File: config.mk
export PLATFORM = sky130hd
export DESIGN_NAME = rv32_prog_loader_flat
export DESIGN_NICKNAME = d
export VERILOG_FILES = /design/src/rtl/rv32_prog_loader_pkg.sv /design/src/rtl/rv32_prog_loader_if.sv /design/src/rtl/rv32_run_watchdog.sv /design/src/rtl/rv32_prog_loader.sv /design/src/flat_wrapper.sv
export SDC_FILE = /design/constraint.sdc
export NUM_CORES = 1
export LEC_CHECK = 0
export CORE_AREA = 2 2 190 99
export CTS_BUF_LIST = sky130_fd_sc_hd__clkbuf_4 sky130_fd_sc_hd__clkbuf_8
export CTS_CLUSTER_DIAMETER = 200
export CTS_CLUSTER_SIZE = 10
export DETAILED_ROUTE_END_ITERATION = 6
export DIE_AREA = 0 0 192 101
export PLACE_DENSITY = 0.9
export SLEW_MARGIN = 20
export SYNTH_ARGS = -nofsm -noshare
export SYNTH_HDL_FRONTEND = slang
export SYNTH_SLANG_ARGS = --single-unit
File: constraint.sdc
create_clock -name rv32_io_clk -period 3.7 [get_ports rv32_io_clk]
set_input_delay 0.74 -clock rv32_io_clk [delete_from_list [all_inputs] [get_ports rv32_io_clk]]
set_output_delay 0.74 -clock rv32_io_clk [all_outputs]
set_load 0.01 [all_outputs]
File: src/rtl/rv32_prog_loader_pkg.sv
// Shared types and constants for the RV32 program loader.
//   state_e      : loader FSM states
//   cmd_op_e     : LOAD / RUN command opcode
//   cmd_target_e : imem / dmem selection for LOAD
//   DEFAULT_TIMEOUT_CYCLES : default run-phase watchdog limit
package rv32_prog_loader_pkg;

    typedef enum logic [1:0] {
        ST_IDLE = 2'd0,
        ST_LOAD = 2'd1,
        ST_RUN  = 2'd2
    } state_e;

    typedef enum logic {
        OP_LOAD = 1'b0,
        OP_RUN  = 1'b1
    } cmd_op_e;

    typedef enum logic {
        TGT_IMEM = 1'b0,
        TGT_DMEM = 1'b1
    } cmd_target_e;

    localparam int DEFAULT_TIMEOUT_CYCLES = 1000000;

    // Hart index width; never zero so a single-hart build still has a field.
    function automatic int hart_w(input int n);
        return (n > 1) ? $clog2(n) : 1;
    endfunction

endpackage

File: src/rtl/rv32_prog_loader_if.sv
// Command and word-stream bundle for the program loader.
//   cmd_*  : command handshake (valid/ready) and command fields
//   s_*    : word stream feeding LOAD (valid/ready/data)
// master = command/stream producer, slave = loader.
interface rv32_prog_loader_if
    import rv32_prog_loader_pkg::*;
#(
    parameter int NUM_HARTS = 2,
    parameter int ADDR_W    = 32,
    parameter int DATA_W    = 32,
    parameter int CNT_W     = 16
);
    localparam int HART_W = hart_w(NUM_HARTS);

    logic                 cmd_valid;
    logic                 cmd_ready;
    cmd_op_e              cmd_op;
    cmd_target_e          cmd_target;
    logic [HART_W-1:0]    cmd_hart;
    logic [ADDR_W-1:0]    cmd_base;
    logic [CNT_W-1:0]     cmd_count;
    logic [NUM_HARTS-1:0] cmd_hart_mask;

    logic                 s_valid;
    logic                 s_ready;
    logic [DATA_W-1:0]    s_data;

    modport master (
        output cmd_valid, cmd_op, cmd_target, cmd_hart, cmd_base, cmd_count,
               cmd_hart_mask, s_valid, s_data,
        input  cmd_ready, s_ready
    );

    modport slave (
        input  cmd_valid, cmd_op, cmd_target, cmd_hart, cmd_base, cmd_count,
               cmd_hart_mask, s_valid, s_data,
        output cmd_ready, s_ready
    );
endinterface

File: src/rtl/rv32_run_watchdog.sv
// Run-phase bookkeeping: cycle counter, sticky per-hart end flags and the
// completion / timeout compares.
//   start       : clear counter and flags (RUN command accepted)
//   active      : loader is in RUN this cycle
//   mask        : harts being run
//   hart_is_end : per-hart end indication
//   run_cycles  : RUN cycles elapsed (registered, holds after RUN)
//   all_end     : every masked hart has ended, counting this cycle's ends
//   limit_hit   : this RUN cycle brings run_cycles to TIMEOUT_CYCLES
module rv32_run_watchdog #(
    parameter int NUM_HARTS      = 2,
    parameter int TIMEOUT_CYCLES = 1000000
) (
    input  logic                 clk,
    input  logic                 rst_n,
    input  logic                 start,
    input  logic                 active,
    input  logic [NUM_HARTS-1:0] mask,
    input  logic [NUM_HARTS-1:0] hart_is_end,
    output logic [31:0]          run_cycles,
    output logic                 all_end,
    output logic                 limit_hit
);
    logic [31:0]          cnt_q, cnt_d;
    logic [NUM_HARTS-1:0] flags_q, flags_d, flags_now;

    always_comb begin
        // Unmasked harts never contribute, so a stray end is ignored.
        flags_now = flags_q | (hart_is_end & mask);
        cnt_d     = cnt_q;
        flags_d   = flags_q;
        if (start) begin
            cnt_d   = '0;
            flags_d = '0;
        end else if (active) begin
            cnt_d   = cnt_q + 32'd1;
            flags_d = flags_now;
        end
    end

    assign all_end    = active && ((flags_now & mask) == mask);
    assign limit_hit  = active && ((cnt_q + 32'd1) == 32'(TIMEOUT_CYCLES));
    assign run_cycles = cnt_q;

    always_ff @(posedge clk) begin
        if (!rst_n) begin
            cnt_q   <= '0;
            flags_q <= '0;
        end else begin
            cnt_q   <= cnt_d;
            flags_q <= flags_d;
        end
    end
endmodule

File: src/rtl/rv32_prog_loader.sv
// Program loader for a cluster of RV32 harts. LOAD streams words into one
// hart's imem or dmem while holding that hart in reset; RUN releases a set
// of harts and waits for all of them to end, with a cycle watchdog.
//   rv32_io_clk / rv32_io_rst_n : clock, synchronous active-low reset
//   ldr                         : command + word-stream bundle (slave side)
//   imem_w_en / dmem_w_en       : per-hart write strobes
//   mem_addr / mem_data         : shared write address / data
//   core_rst_n                  : per-hart core reset, active-low
//   hart_is_end                 : per-hart end indication
//   busy / done / timeout       : status; done and timeout are 1-cycle pulses
//   run_cycles / load_words     : last RUN duration / last LOAD size
module rv32_prog_loader
    import rv32_prog_loader_pkg::*;
#(
    parameter int NUM_HARTS      = 2,
    parameter int ADDR_W         = 32,
    parameter int DATA_W         = 32,
    parameter int CNT_W          = 16,
    parameter int TIMEOUT_CYCLES = DEFAULT_TIMEOUT_CYCLES
) (
    input  logic                 rv32_io_clk,
    input  logic                 rv32_io_rst_n,
    rv32_prog_loader_if.slave    ldr,
    output logic [NUM_HARTS-1:0] imem_w_en,
    output logic [NUM_HARTS-1:0] dmem_w_en,
    output logic [ADDR_W-1:0]    mem_addr,
    output logic [DATA_W-1:0]    mem_data,
    output logic [NUM_HARTS-1:0] core_rst_n,
    input  logic [NUM_HARTS-1:0] hart_is_end,
    output logic                 busy,
    output logic                 done,
    output logic                 timeout,
    output logic [31:0]          run_cycles,
    output logic [CNT_W-1:0]     load_words
);
    localparam int HART_W = hart_w(NUM_HARTS);

    state_e               state_q, state_d;
    logic                 cmd_ready_q, cmd_ready_d;
    logic                 s_ready_q, s_ready_d;
    logic                 busy_q, busy_d;
    logic                 done_q, done_d;
    logic                 timeout_q, timeout_d;
    logic [NUM_HARTS-1:0] imem_w_en_q, imem_w_en_d;
    logic [NUM_HARTS-1:0] dmem_w_en_q, dmem_w_en_d;
    logic [ADDR_W-1:0]    mem_addr_q, mem_addr_d;
    logic [DATA_W-1:0]    mem_data_q, mem_data_d;
    logic [NUM_HARTS-1:0] core_rst_n_q, core_rst_n_d;
    logic [CNT_W-1:0]     load_words_q, load_words_d;
    cmd_target_e          tgt_q, tgt_d;
    logic [HART_W-1:0]    hart_q, hart_d;
    logic [ADDR_W-1:0]    ptr_q, ptr_d;       // next write address
    logic [CNT_W-1:0]     left_q, left_d;     // words still to accept
    logic [CNT_W-1:0]     count_q, count_d;
    logic [NUM_HARTS-1:0] mask_q, mask_d;

    logic wd_start, wd_active, wd_all_end, wd_limit;

    rv32_run_watchdog #(
        .NUM_HARTS      (NUM_HARTS),
        .TIMEOUT_CYCLES (TIMEOUT_CYCLES)
    ) u_wd (
        .clk         (rv32_io_clk),
        .rst_n       (rv32_io_rst_n),
        .start       (wd_start),
        .active      (wd_active),
        .mask        (mask_q),
        .hart_is_end (hart_is_end),
        .run_cycles  (run_cycles),
        .all_end     (wd_all_end),
        .limit_hit   (wd_limit)
    );

    always_comb begin
        state_d      = state_q;
        cmd_ready_d  = cmd_ready_q;
        s_ready_d    = s_ready_q;
        busy_d       = busy_q;
        done_d       = 1'b0;
        timeout_d    = 1'b0;
        imem_w_en_d  = '0;
        dmem_w_en_d  = '0;
        mem_addr_d   = mem_addr_q;
        mem_data_d   = mem_data_q;
        core_rst_n_d = core_rst_n_q;
        load_words_d = load_words_q;
        tgt_d        = tgt_q;
        hart_d       = hart_q;
        ptr_d        = ptr_q;
        left_d       = left_q;
        count_d      = count_q;
        mask_d       = mask_q;
        wd_start     = 1'b0;
        wd_active    = 1'b0;

        unique case (state_q)
            ST_IDLE: begin
                if (ldr.cmd_valid && cmd_ready_q) begin
                    if (ldr.cmd_op == OP_LOAD) begin
                        // Empty load completes on the spot, never entering LOAD.
                        if (ldr.cmd_count == '0) begin
                            done_d       = 1'b1;
                            load_words_d = '0;
                        end else begin
                            tgt_d       = ldr.cmd_target;
                            hart_d      = ldr.cmd_hart;
                            ptr_d       = ldr.cmd_base;
                            left_d      = ldr.cmd_count;
                            count_d     = ldr.cmd_count;
                            core_rst_n_d[ldr.cmd_hart] = 1'b0;
                            state_d     = ST_LOAD;
                            cmd_ready_d = 1'b0;
                            s_ready_d   = 1'b1;
                            busy_d      = 1'b1;
                        end
                    end else begin
                        mask_d   = ldr.cmd_hart_mask;
                        wd_start = 1'b1;
                        if (ldr.cmd_hart_mask == '0) begin
                            done_d = 1'b1;
                        end else begin
                            core_rst_n_d = core_rst_n_q | ldr.cmd_hart_mask;
                            state_d      = ST_RUN;
                            cmd_ready_d  = 1'b0;
                            busy_d       = 1'b1;
                        end
                    end
                end
            end
            ST_LOAD: begin
                if (ldr.s_valid && s_ready_q) begin
                    if (tgt_q == TGT_IMEM) imem_w_en_d[hart_q] = 1'b1;
                    else                   dmem_w_en_d[hart_q] = 1'b1;
                    mem_addr_d = ptr_q;
                    mem_data_d = ldr.s_data;
                    ptr_d      = ptr_q + ADDR_W'(1);   // wraps modulo 2^ADDR_W
                    left_d     = left_q - CNT_W'(1);
                    if (left_q == CNT_W'(1)) begin
                        done_d       = 1'b1;
                        load_words_d = count_q;
                        state_d      = ST_IDLE;
                        cmd_ready_d  = 1'b1;
                        s_ready_d    = 1'b0;
                        busy_d       = 1'b0;
                    end
                end
            end
            ST_RUN: begin
                wd_active = 1'b1;
                // Completion takes priority over a coincident timeout.
                if (wd_all_end) begin
                    done_d      = 1'b1;
                    state_d     = ST_IDLE;
                    cmd_ready_d = 1'b1;
                    busy_d      = 1'b0;
                end else if (wd_limit) begin
                    timeout_d    = 1'b1;
                    core_rst_n_d = core_rst_n_q & ~mask_q;
                    state_d      = ST_IDLE;
                    cmd_ready_d  = 1'b1;
                    busy_d       = 1'b0;
                end
            end
            default: begin
                state_d     = ST_IDLE;
                cmd_ready_d = 1'b1;
                s_ready_d   = 1'b0;
                busy_d      = 1'b0;
            end
        endcase
    end

    always_ff @(posedge rv32_io_clk) begin
        if (!rv32_io_rst_n) begin
            state_q      <= ST_IDLE;
            cmd_ready_q  <= 1'b1;
            s_ready_q    <= 1'b0;
            busy_q       <= 1'b0;
            done_q       <= 1'b0;
            timeout_q    <= 1'b0;
            imem_w_en_q  <= '0;
            dmem_w_en_q  <= '0;
            mem_addr_q   <= '0;
            mem_data_q   <= '0;
            core_rst_n_q <= '0;
            load_words_q <= '0;
            tgt_q        <= TGT_IMEM;
            hart_q       <= '0;
            ptr_q        <= '0;
            left_q       <= '0;
            count_q      <= '0;
            mask_q       <= '0;
        end else begin
            state_q      <= state_d;
            cmd_ready_q  <= cmd_ready_d;
            s_ready_q    <= s_ready_d;
            busy_q       <= busy_d;
            done_q       <= done_d;
            timeout_q    <= timeout_d;
            imem_w_en_q  <= imem_w_en_d;
            dmem_w_en_q  <= dmem_w_en_d;
            mem_addr_q   <= mem_addr_d;
            mem_data_q   <= mem_data_d;
            core_rst_n_q <= core_rst_n_d;
            load_words_q <= load_words_d;
            tgt_q        <= tgt_d;
            hart_q       <= hart_d;
            ptr_q        <= ptr_d;
            left_q       <= left_d;
            count_q      <= count_d;
            mask_q       <= mask_d;
        end
    end

    assign ldr.cmd_ready = cmd_ready_q;
    assign ldr.s_ready   = s_ready_q;
    assign busy          = busy_q;
    assign done          = done_q;
    assign timeout       = timeout_q;
    assign imem_w_en     = imem_w_en_q;
    assign dmem_w_en     = dmem_w_en_q;
    assign mem_addr      = mem_addr_q;
    assign mem_data      = mem_data_q;
    assign core_rst_n    = core_rst_n_q;
    assign load_words    = load_words_q;
endmodule

File: src/flat_wrapper.sv
// flat-port wrapper written by rule: the top's interface ports become plain ports
module rv32_prog_loader_flat import rv32_prog_loader_pkg::*;
#(
    parameter int NUM_HARTS      = 2,
    parameter int ADDR_W         = 32,
    parameter int DATA_W         = 32,
    parameter int CNT_W          = 16,
    parameter int TIMEOUT_CYCLES = DEFAULT_TIMEOUT_CYCLES
)
  (rv32_io_clk, rv32_io_rst_n, imem_w_en, dmem_w_en, mem_addr, mem_data, core_rst_n, hart_is_end, busy, done, timeout, run_cycles, load_words, ldr_cmd_valid, ldr_cmd_op, ldr_cmd_target, ldr_cmd_hart, ldr_cmd_base, ldr_cmd_count, ldr_cmd_hart_mask, ldr_s_valid, ldr_s_data, ldr_cmd_ready, ldr_s_ready);
  rv32_prog_loader_if #(.NUM_HARTS(NUM_HARTS), .ADDR_W(ADDR_W), .DATA_W(DATA_W), .CNT_W(CNT_W)) ldr_i ();
  input  logic rv32_io_clk;
  input  logic rv32_io_rst_n;
  output logic [NUM_HARTS-1:0] imem_w_en;
  output logic [NUM_HARTS-1:0] dmem_w_en;
  output logic [ADDR_W-1:0] mem_addr;
  output logic [DATA_W-1:0] mem_data;
  output logic [NUM_HARTS-1:0] core_rst_n;
  input  logic [NUM_HARTS-1:0] hart_is_end;
  output logic busy;
  output logic done;
  output logic timeout;
  output logic [31:0] run_cycles;
  output logic [CNT_W-1:0] load_words;
  input wire logic [$bits(ldr_i.cmd_valid)-1:0] ldr_cmd_valid;
  input wire logic [$bits(ldr_i.cmd_op)-1:0] ldr_cmd_op;
  input wire logic [$bits(ldr_i.cmd_target)-1:0] ldr_cmd_target;
  input wire logic [$bits(ldr_i.cmd_hart)-1:0] ldr_cmd_hart;
  input wire logic [$bits(ldr_i.cmd_base)-1:0] ldr_cmd_base;
  input wire logic [$bits(ldr_i.cmd_count)-1:0] ldr_cmd_count;
  input wire logic [$bits(ldr_i.cmd_hart_mask)-1:0] ldr_cmd_hart_mask;
  input wire logic [$bits(ldr_i.s_valid)-1:0] ldr_s_valid;
  input wire logic [$bits(ldr_i.s_data)-1:0] ldr_s_data;
  output wire logic [$bits(ldr_i.cmd_ready)-1:0] ldr_cmd_ready;
  output wire logic [$bits(ldr_i.s_ready)-1:0] ldr_s_ready;
  assign ldr_i.cmd_valid = ldr_cmd_valid;
  assign ldr_i.cmd_op = ldr_cmd_op;
  assign ldr_i.cmd_target = ldr_cmd_target;
  assign ldr_i.cmd_hart = ldr_cmd_hart;
  assign ldr_i.cmd_base = ldr_cmd_base;
  assign ldr_i.cmd_count = ldr_cmd_count;
  assign ldr_i.cmd_hart_mask = ldr_cmd_hart_mask;
  assign ldr_i.s_valid = ldr_s_valid;
  assign ldr_i.s_data = ldr_s_data;
  assign ldr_cmd_ready = ldr_i.cmd_ready;
  assign ldr_s_ready = ldr_i.s_ready;
  rv32_prog_loader #(.NUM_HARTS(NUM_HARTS), .ADDR_W(ADDR_W), .DATA_W(DATA_W), .CNT_W(CNT_W), .TIMEOUT_CYCLES(TIMEOUT_CYCLES)) u_core (.rv32_io_clk(rv32_io_clk), .rv32_io_rst_n(rv32_io_rst_n), .ldr(ldr_i), .imem_w_en(imem_w_en), .dmem_w_en(dmem_w_en), .mem_addr(mem_addr), .mem_data(mem_data), .core_rst_n(core_rst_n), .hart_is_end(hart_is_end), .busy(busy), .done(done), .timeout(timeout), .run_cycles(run_cycles), .load_words(load_words));
endmodule
Word-level counts from Yosys, hierarchy flattened
Cells that the tools add are included.
W data, S select, Z words.
- register bits after elaboration: 195
- bits of input ports: 91
- output and inout port bits: 123
- logic and storage cells: 150
- add/sub/neg operators: 3
- $lt $le $gt $ge: 4
- equality and inequality tests: 16
- multiplexer cells: 70
- bitwise operators: 14
- reduce and logical (&&, ||, !) cells: 23
- operator list (cell ; number):
    $mux W16 ; 9
    $mux W32 ; 4
    $add A32 B1 Y32 const B ; 2
    $pmux W16 S2 ; 2
    $pmux W32 S2 ; 1
    $eq A32 B20 Y1 const B ; 1
    $mux W1 ; 32
    $mux W2 ; 14
    $reduce_and A6 Y1 ; 4
    $eq A16 B1 Y1 const B ; 1
    $logic_not A16 Y1 ; 1
    $sub A16 B1 Y16 const B ; 1
    $pmux W1 S3 ; 4
    $ne A3 B3 Y1 const B ; 3
    $and A2 B2 Y2 ; 4
    $ne A2 B1 Y1 const B ; 4
    $ne A2 B2 Y1 const B ; 4
    $reduce_and A4 Y1 ; 2
    $logic_and A1 B1 Y1 ; 6
    $not A1 Y1 ; 6
    $pmux W2 S3 ; 1
    $reduce_and A5 Y1 ; 1
    $logic_not A2 Y1 ; 2
    $lt A1 B2 Y1 const B ; 2
    other kinds (14) ; 19

Logic depth before layout (Yosys ltp)
- word-level depth: 10
- gate-level depth with buffers: 10
- gate-level depth less buffers: 9

Hierarchy
From an unflattened synthesis, not the netlist that was laid out.
- cell total of the unflattened synthesis: 1199
- area total of the unflattened synthesis: 9316.4 µm²
- modules (own cells, without submodules) (module ; times used ; cells each ; area an instance (µm²)):
    rv32_prog_loader ; 1 ; 942 ; 7262.0
    rv32_run_watchdog ; 1 ; 257 ; 2054.5

Least setup slack after synthesis
Ideal clock, no wire load.
- kind: reg-to-reg
- from: register u_core.u_wd.cnt_q[3] (netlist: u_core.u_wd.run_cycles[3])
- to: register u_core.state_q[1]
- library setup time: 0.116 ns
- arrival: 2.779 ns
- required time: 3.584 ns
- path slack: 0.805 ns
- stages on the path, launching flop included: 9
- buffers on the path: 1
- period minus slack after synthesis: 2.895 ns
- cell sequence: dfxtp_1 buf_2 nand4_2 nor4_1 xnor2_1 o21ai_0 or4b_1 o31a_1 o211a_1
- word-level cells in the longest chain between the ends: 5
- RTL lines (item ; line ; RTL):
    from (decl) ; rv32_run_watchdog.sv:24 ; logic [31:0] cnt_q, cnt_d;
    from (signal assigned) ; rv32_run_watchdog.sv:50 ; cnt_q <= cnt_d;
    $add A32 B1 Y32 ; rv32_run_watchdog.sv:42 ; assign limit_hit = active && ((cnt_q + 32'd1) == 32'(TIMEOUT_CYCLES));
    $eq A32 B20 Y1 ; rv32_run_watchdog.sv:42 ;
    $logic_and A1 B1 Y1 ; rv32_run_watchdog.sv:42 ;
    $ne A3 B3 Y1 (no line) ; -- ;
    $reduce_and A6 Y1 (no line) ; -- ;
    to (signal assigned) ; rv32_prog_loader.sv:194 ; state_q <= state_d;
    to (decl) ; rv32_prog_loader.sv:38 ; state_e state_q, state_d;
No other way between the ends.
A chain may end at the register's enable or synchronous reset.

Worst setup path after layout
- from: register u_core.u_wd.cnt_q[0] (netlist: u_core.u_wd.run_cycles[0])
- to: register u_core.state_q[1]
The elaborated chain is that of the path after synthesis.

==> impl_metrics.ini <==
[status]
outcome = completed

[power]
p_leak_nw = 4.09
power_density_nw_per_um2 = 372
ir_worst_vdd_mv = 0.247
power.total_mw = 4.38

[placement]
place_congestion = 0.980
preCtsSetupSlack_ns = 0.446
port_buffers = 213
place_hpwl_um = 19600

[clock_network]
clock_latency_ns = 0.47
cts.path.max_buffers = 2
root_buffer = clkbuf_8
cts_resized = 0
cts_setup_buffers = 0
cts_tree = done
clkTransAtPathRegs_ns = 0.11
hold_buffers = 0
cts_inserted_buffers = 17
clock_sinks = 195
htree_levels = 4

[yosys]
syn-num-nets = 1267
async_reset_ff_share_pct = 0
synth_cell_types = 67
syn_area_per_cell_um2 = 7.69
synth-seq-cells = 195
synth_edf_count = 0
ys_warn_count = 0
syn_area_um2 = 9000
seq_area_frac_synth_pct = 43.4
synthCells = 1171
ys.flop_type = dfxtp_1

[min_path]
hold_path_class = flip-flop to flip-flop
hold_start = u_core.mem_addr[3]

[sta]
rsz0062_at_grt = no
fin_setup_tns_ns = 0
max_freq_mhz = 309
skew_ns = 0.0194
fin_crit_sh_pct = 87.5
fin_ws_ns = 0.463
finalHoldViolations = 0
final_max_slew_viol_count = 0
slew_headroom_pct = 43.9
min_period_ns = 3.24
setup_viol = 0
worst-slew-pin-transition_ns = 0.839

[global_route]
antenna_found_initial = 0
track_usage_pct = 27.5
grt_pass1_vias = 8012
grt_max_degree = 84
overflow = 0
grt_pass1_wl_um = 42400

[route]
postRouteAntennaNets = 0
via_per_inst = 5.79
first_iter_violations = 1021
drc = 0
wl_per_cell_um = 17.0
routed_wl_um = 27200
first_pass_iters = 7
num_vias = 9260

[finish]
antenna_cells = 0
syn_to_final_growth_pct = 30.8
drive_gt1_share_pct = 5.74
final_common_cell = nand2_1
final_nets = 1441
final_cell_mix = 219 x nand2_1, 213 x clkdlybuf4s50_1, 195 x dfxtp_1, 149 x a21oi_1, 125 x nor2_1

[die]
rows = 35
core_um2 = 17900
start_util_pct = 50.4
die_w_um = 192
die_y_um = 101
die_area_um2 = 19400
pin_count = 214

[setup_path]
cp.buffers_inverters = 1
critPathRequiredTime_ns = 4.07
cpPeakStageDelay_ns = 0.60
path_cells = ha_1 > nand3_1 > nor2_1 > buf_4 > a211o_1 > a2111oi_0 > or4b_1 > o31a_1 > o211a_1
startpoint_type = flip-flop
worstSetupStartpoint = u_core.u_wd.run_cycles[0]
cp_top_family = compound AO/OA/AOI/OAI gates
slowest_stage = or4b_1
r2r-start = u_core.u_wd.run_cycles[0]
worstSetupEndpointType = flip-flop
crit_fanout = 7
crit_type = flip-flop to flip-flop
crit_arrival_ns = 3.61

[job]
cap_violations = 0
[routing by layer]
| metal | vias up | global-route usage [%] | wire, um |
|---|---|---|---|
| met5 | - | 0 | 0 |
| met3 | 24 | 8.77 | 3200 |
| met2 | 436 | 38.3 | 11000 |
| met4 | 0 | 5.75 | 286 |
| li1 | 4457 | - | - |
| met1 | 4343 | 41.2 | 12800 |
[path summary, 6_finish.rpt]
path	endpoint	slack [ns]	cells past startpoint
setup reg to reg	u_core.state_q[1]	0.46	9
hold / removal	u_core.mem_addr[3]	0.45	2
hold reg to reg	u_core.mem_addr[3]	0.45	2
setup / recovery	u_core.state_q[1]	0.46	9
[flip-flops by register name (all words and copies together) (netlist names), 2 cells and up]
signal	count
u_core.core_rst_n	2
u_core.count_q	16
u_core.dmem_w_en	2
u_core.imem_w_en	2
u_core.left_q	16
u_core.load_words	16
u_core.mask_q	2
u_core.mem_addr	32
u_core.mem_data	32
u_core.ptr_q	32
u_core.state_q	2
u_core.u_wd.flags_q	2
u_core.u_wd.run_cycles	32
[tightest hold or removal path: stages (launching register included)]
cell and delay (ns):
dfxtp_1 0.31, nand2_1 0.05, a21oi_1 0.05
[synthesized netlist by cell type, types with 15 or more instances]
cell      count  area [um^2]
clkbuf_1     72          270
nand2_1     220          826
nand3_1      54          270
nand4_1      33          206
xor2_1       25          219
xnor2_1      15          131
mux2i_1      19          190
nor3_1       29          145
nor4_1       15         93.8
a21oi_1     149          746
o21ai_0      49          245
dfxtp_1     195         3900
nor2_1      126          473
[cell type report]
cell class              count  area, um^2
fillers                  1513        6090
clock inverters            14         175
clock buffers              18         248
inverters                  10        40.0
well taps                 240         300
flip-flops and latches    195        3900
multi-input cells         882        4770
repair buffers            239        2340
[report_power, final]
group	switching (mW)	internal, mW	total [mW]	leakage (nW)
combinational	0.359	0.282	0.640	2.30
clock	0.781	0.695	1.48	0.206
sequential	0.0906	2.17	2.27	1.58
[cells by family (layout without fill, tap and decap cells)]
kind of cell	count (synthesis)	after routing	synth area share (%)
and+or+nand+nor	542	542	27.8
muxes	20	20	2.24
AOI/OAI and AO/OA	275	275	18.0
buffers and inverters	94	281	4.00
DFF	195	195	43.4
adders and majority gates	5	5	0.695
xor gates and xnor gates	40	40	3.89
[through the flow]
| step | utilization (%) | std cells | instance area [um^2] | hold WS (ns) |
|---|---|---|---|---|
| after floorplan | - | 1171 | 9000 | 0.426 |
| after global placement | 63.6 | 1566 | 11400 | 0.438 |
| after detailed placement | 63.6 | 1566 | 11400 | 0.447 |
| after CTS | 65.9 | 1598 | 11800 | 0.459 |
| after global routing | 65.9 | 1598 | 11800 | 0.479 |
| final | 65.9 | 1598 | 11800 | 0.454 |
(Power assumes the default switching activity.)
